==> config.mk <==
export PLATFORM = sky130hd
export DESIGN_NAME = fp_sqrt_sequencer
export DESIGN_NICKNAME = d
export VERILOG_FILES = /design/src/rtl/fp_sqrt_sequencer.sv
export SDC_FILE = /design/constraint.sdc
export NUM_CORES = 1
export LEC_CHECK = 0
export ABC_AREA = 1
export CAP_MARGIN = 40
export CORE_MARGIN = 2
export CORE_UTILIZATION = 35
export DETAILED_ROUTE_END_ITERATION = 12
export DONT_BUFFER_PORTS = 1
export PLACE_DENSITY = 0.58
export SETUP_SLACK_MARGIN = 0.15
export SYNTH_ARGS = -nofsm -noshare
export SYNTH_HDL_FRONTEND = slang
export SYNTH_SLANG_ARGS = --single-unit
==> constraint.sdc <==
create_clock -name clk -period 1.6 [get_ports clk]
set_clock_uncertainty 0.2 [all_clocks]
set_input_delay 0.08 -clock clk [delete_from_list [all_inputs] [get_ports clk]]
set_output_delay 0.08 -clock clk [all_outputs]
set_load 0.01 [all_outputs]
==> src/rtl/fp_sqrt_sequencer.sv <==
// State register and next-state logic for the FP square-root controller.
// Emits the state code consumed by the output decoder, plus iteration/phase
// decodes and the busy/done handshake flags.
module fp_sqrt_sequencer #(
    parameter int unsigned ITER = 12,
    parameter int unsigned ST_W = 6
) (
    input  logic            clk,
    input  logic            rst_n,
    input  logic            start_i,
    input  logic            sp_case_i,
    input  logic            stall_i,
    input  logic            abort_i,
    output logic [ST_W-1:0] CurrentState,
    output logic [3:0]      iter_o,
    output logic [1:0]      phase_o,
    output logic            busy_o,
    output logic            done_o
);

    // Named codes; iteration steps between S_IT_FIRST and S_LAST are
    // consecutive unnamed codes reached by incrementing.
    typedef enum logic [ST_W-1:0] {
        S_IDLE     = ST_W'(0),
        S_LOAD     = ST_W'(1),
        S_INIT     = ST_W'(2),
        S_IT_FIRST = ST_W'(3),
        S_LAST     = ST_W'(4 * ITER + 1),
        S_OUT      = ST_W'(4 * ITER + 2)
    } state_t;

    state_t          state_q;
    state_t          state_d;
    logic [ST_W-1:0] it_off;
    logic            in_iter;

    // State register with asynchronous active-low reset
    always_ff @(posedge clk or negedge rst_n) begin
        if (!rst_n) begin
            state_q <= S_IDLE;
        end else begin
            state_q <= state_d;
        end
    end

    // Next-state logic: abort beats stall beats the normal transition
    always_comb begin
        state_d = state_q;
        if (abort_i) begin
            state_d = S_IDLE;
        end else if (!stall_i) begin
            if (state_q == S_IDLE) begin
                state_d = start_i ? S_LOAD : S_IDLE;
            end else if (state_q == S_LOAD) begin
                state_d = S_INIT;
            end else if (state_q == S_INIT) begin
                state_d = sp_case_i ? S_OUT : S_IT_FIRST;
            end else if (state_q < S_LAST) begin
                state_d = state_t'(state_q + 1'b1);
            end else if (state_q == S_LAST) begin
                state_d = S_OUT;
            end else begin
                // OUT, and any unreachable code above it, returns to IDLE
                state_d = S_IDLE;
            end
        end
    end

    // Output decodes taken directly from the state register
    always_comb begin
        it_off       = state_q - S_IT_FIRST;
        in_iter      = (state_q >= S_IT_FIRST) && (state_q <= S_LAST);
        iter_o       = '0;
        phase_o      = '0;
        if (in_iter) begin
            iter_o  = 4'(it_off >> 2) + 4'd1;
            phase_o = it_off[1:0];
        end
        CurrentState = state_q;
        busy_o       = (state_q != S_IDLE);
        done_o       = (state_q == S_OUT);
    end

endmodule

* Word level (Yosys, flattened, before mapping)
Index checks and enable logic that the tools add are counted.
Widths: inputs -> output; s select.
** Storage, ports and cells
- Register bits after elaboration :: 6
- Output and inout bits :: 14
- Input bits :: 6
** Cells by class
- Mux-type cells :: 11
- Reductions and logical operators :: 3
- Magnitude comparators :: 3
- Equality and inequality tests :: 5
- Add/sub/neg operators :: 3
** Operators by type and width (count)
- $mux 6 :: 8
- $eq 6x6->1 const B :: 2
- $add 6x1->6 const B :: 1
- $eq 6x1->1 const B :: 1
- $eq 6x2->1 const B :: 1
- $ge 6x2->1 const B :: 1
- $le 6x6->1 const B :: 1
- $logic_not 6->1 :: 1
- $lt 6x6->1 const B :: 1
- $reduce_bool 6->1 :: 1
- $sub 6x2->6 const B :: 1
- $add 4x1->4 const B :: 1
- $mux 4 :: 1
- $mux 2 :: 1
- $ne 2x1->1 const B :: 1
- $logic_and 1x1->1 :: 1
- $mux 1 :: 1

* Depth between registers and ports, before layout
- Depth in word-level cells :: 8
- Mapped depth :: 10
- Mapped depth without buffers :: 10

* Least setup slack after synthesis
OpenSTA, ideal clock, no wires.
- Kind :: register to output
- Start :: register state_q[0] (netlist: CurrentState[0])
- End :: output iter_o[2]
- Slack :: -0.081 ns
- Stages on the path, launching flop included :: 6
- Arrival time :: 1.401 ns
- Data required time :: 1.320 ns
- Cells stage by stage :: dfrtp_1 > ha_1 > xnor2_1 > ha_1 > xor2_1 > nor2_1
** On the way
- Word-level cells in the longest chain between the ends :: 3
- Elaborated cells on any way between the ends :: 6
** RTL lines
- from (decl) :: RTL line 32 : state_t state_q;
- from (signal assigned) :: RTL line 42 : state_q <= state_d;
- $sub 6x2->6 (tied with other cells) :: RTL line 71 : it_off = state_q - S_IT_FIRST;
- $add 4x1->4 or $logic_and 1x1->1 (tied branches) :: RTL line 76, 72
- $mux 4 * :: RTL line 75 : if (in_iter) begin
- to (decl) :: RTL line 15 : output logic [3:0] iter_o,
Mark *: on every way between the ends. The rest lies on a longest branch, timed or not.

* Final worst setup path
- Start :: register state_q[1] (netlist: CurrentState[1])
- End :: output iter_o[2]
The elaborated chain is that of the path after synthesis.

==> flow_summary.toml <==
[job]
max_cap_violations = 0

[placed_design]
place_inst = 140
hpwlAfterDp_um = 1430
place.gp.congestion = 0.838
number_of_input_and_output_port_buffers_inserted = 0
worst_case_setup_slack_after_placement_ps = -89.8

[grt]
track_usage = 0.192
grt_util_met2 = 0.352
grt_pass1_vias = 787
global_route_wire_length_before_repair_um = 3530
antenna_violations_before_repair = 0
globalRouteOverflowTotal = 0
global_route.peak_usage_layer = "met2"
grt.met1_usage = 0.225
met3_usage = 0.0278
pin_count_of_the_biggest_net_entering_global_routing = 9

[floorplan]
start_util = 0.362
die_height_um = 48.3
die_area_um2 = 2340
rows = 16
core-area_um2 = 1900
dieWidth_um = 48.3
ios = 20

[final_layout]
area_delta_synth_final_pct = 78.2
fillers = 162
layout.cells.non_filler = 160
insertedDiodeCount = 0
post_route_cells_drive_above_1_share = 0.534
final_util = 0.645
final_net_count = 146
largest_register_ffs = 6

[setup_path]
worst_setup_path_start_kind = "flip-flop"
timing.critical_path.fanout_max = 5
worst-path-buf-inv = 0
timing.critical_path.required_ps = 1320
max_stage_delay_ps = 450
critical_path.cell_chain = "ha_4 > xnor2_2 > ha_2 > xor2_1 > nor2_2"
timing.critical_path.max_delay_family = "flip-flops"
critPathSlowestCell = "dfrtp_2"
cp.arrival_ps = 1520
worstSetupPathType = "reg2out"
critical_path.endpoint_type = "output port"

[yosys]
post_synth_instance_area_um2 = 688
ys_types = 22
seq_area_frac_synth = 0.218
synth_cells = 102
netlist_top_cells_area = "dfrtp_1 22%, nand2_1 15%, ha_1 11%"
syn_nets = 114
synth_area_per_cell_um2 = 6.75
ys.warnings.count = 0
synth_top_area_cell = "dfrtp_1"
yosys_register_bits = 6
post-synth-top-area-fraction = 0.218

[timing]
finalWorstSetupSlack_ps = -201
slew-limit-headroom = 0.753
final_max_slew_viol_count = 0
tightestPinTransition_ps = 369
timing.final.crit_share = 1.13
fmax_mhz = 555
hold-worst-slack_ps = 422
setup_viol_count_final = 12
hold_viol_final = 0
period_needed_ps = 1800
rsz_0062_raised_after_global_routing = "true"

[drt]
ant_nets = 0
route.detailed.vias_per_inst = 4.64
drt_drc_violations_left = 0
drt_first_iter_violations = 7
route.vias.total = 742
route.final.wire_length_um = 2010
detail_route.first_pass.iterations = 4
route.detailed.wl_per_inst_um = 12.6

[power]
switching_share = 0.320
power.sequential.fraction = 0.323
total_leakage_power_uw = 0.000547
power.switching_uw = 160
worst_voltage_drop_across_the_vdd_grid_mv = 0.318
power.density_nw_per_um2 = 408
internal_power_uw = 340
part_of_the_power_in_combinational_logic = 0.366
clock_power_share = 0.311

[status]
violations_in_the_final_reports = "negative setup slack"
outcome = "complete, but fails checks"

[clock_network]
clock_tree.buffer_depth = 2
clock_sink_count = 6
clockRootBuffer = "clkbuf_4"
cts_tree = "built"
num_cts_buffers = 3
htree_num_levels = 1
clk_transition_reported_paths_ps = 50
clkLatencyLatePin_ps = 250

[hold_path]
timing.hold.worst.class = "in2reg"
## synth_stat cells
| master | count |
|---|---|
| xnor2_1 | 2 |
| nand2_4 | 1 |
| nand2_1 | 28 |
| buf_6 | 1 |
| xor2_1 | 2 |
| buf_2 | 1 |
| nand2_2 | 2 |
| nor3_1 | 1 |
| dfrtp_1 | 6 |
| nor2_8 | 1 |
| o21ai_1 | 1 |
| nor2_1 | 15 |
| nand4_1 | 1 |
| ha_1 | 6 |
| a21oi_1 | 5 |
| nand3b_1 | 1 |
| inv_1 | 13 |
| nor2_4 | 3 |
| nand3_1 | 5 |
| nand3_2 | 2 |
| o211ai_1 | 2 |
| o21ai_0 | 3 |
## layout by cell type (no fill, tap or decap), drive strengths merged
| master | netlist | layout |
|---|---|---|
| dlygate4sd3 | 0 | 6 |
| nor2 | 19 | 19 |
| o21ai | 4 | 4 |
| inv | 13 | 13 |
| nand4 | 1 | 1 |
| o211ai | 2 | 2 |
| dfrtp | 6 | 6 |
| buf | 2 | 23 |
| xor2 | 2 | 2 |
| clkbuf | 0 | 4 |
| nor3 | 1 | 1 |
| ha | 6 | 6 |
| a21oi | 5 | 5 |
| nand2 | 31 | 31 |
| xnor2 | 2 | 2 |
| nand3b | 1 | 1 |
| nand3 | 7 | 7 |
## power by group through the flow
stage                     combinational (uW)  sequential [uW]  clock [uW]
after global placement                  91.8              165           0
after floorplan                         59.7              166           0
after global routing                     199              162         173
after CTS                                169              162         162
after detailed placement                92.6              165           0
final                                    183              162         155
## tightest hold or removal path, cell delays in order
cell and delay, ps:
dlygate4sd3_1 570, a21oi_1 60, nand2_2 70, a21oi_2 40
## kinds of logic (layout without fill, tap and decap cells)
| family | count (synthesis) | count (layout) | share of synthesized area |
|---|---|---|---|
| and+or+nand+nor | 60 | 60 | 0.440 |
| DFF | 6 | 6 | 0.218 |
| buffers and inverters | 15 | 46 | 0.0945 |
| xor gates and xnor gates | 4 | 4 | 0.0509 |
| adders and majority gates | 6 | 6 | 0.109 |
| AOI/OAI and AO/OA | 11 | 11 | 0.0872 |
## final cells by class
type,instances,area (um^2),area share
clock buffers,4,26.3,0.0214
well taps,27,33.8,0.0276
inverters,13,56.3,0.0459
flip-flops and latches,6,154,0.126
multi-input cells,81,692,0.564
repair buffers,29,264,0.215
## layer usage
| metal | wire length (um) | vias to the layer above |
|---|---|---|
| met2 | 1120 | 9 |
| met1 | 827 | 345 |
| li1 | - | 384 |
| met4 | 31 | 0 |
| met3 | 34 | 4 |
| met5 | 0 | - |
## timing repair
action / 4_1_cts / 5_1_grt
resized for setup: 42 / 9
setup endpoints to repair: 14 / 14
hold buffers: 6 / 0
pin swaps: 16 / 11
hold endpoints to repair: 12 / 0
setup buffers: 8 / 2
## metrics by stage
stage                     instance area (um^2)  setup TNS, ps  total power [uW]
after floorplan                            727              0               226
after global placement                     842           -110               256
after detailed placement                   842           -351               258
after CTS                                 1170          -1400               492
after global routing                      1230          -2510               533
final                                     1230          -1590               500
## worst paths after layout
kind / from / to / slack [ps] / cells past startpoint
max reg2reg: CurrentState[0] / CurrentState[5] / -190 / 8
min: abort_i / CurrentState[3] / 420 / 4
min reg2reg: CurrentState[0] / CurrentState[0] / 500 / 3
max: CurrentState[1] / iter_o[2] / -200 / 5
max in group asynchronous: rst_n / CurrentState[1] / 420 / 2
min in group asynchronous: rst_n / CurrentState[5] / 510 / 2
(Power assumes the default switching activity.)
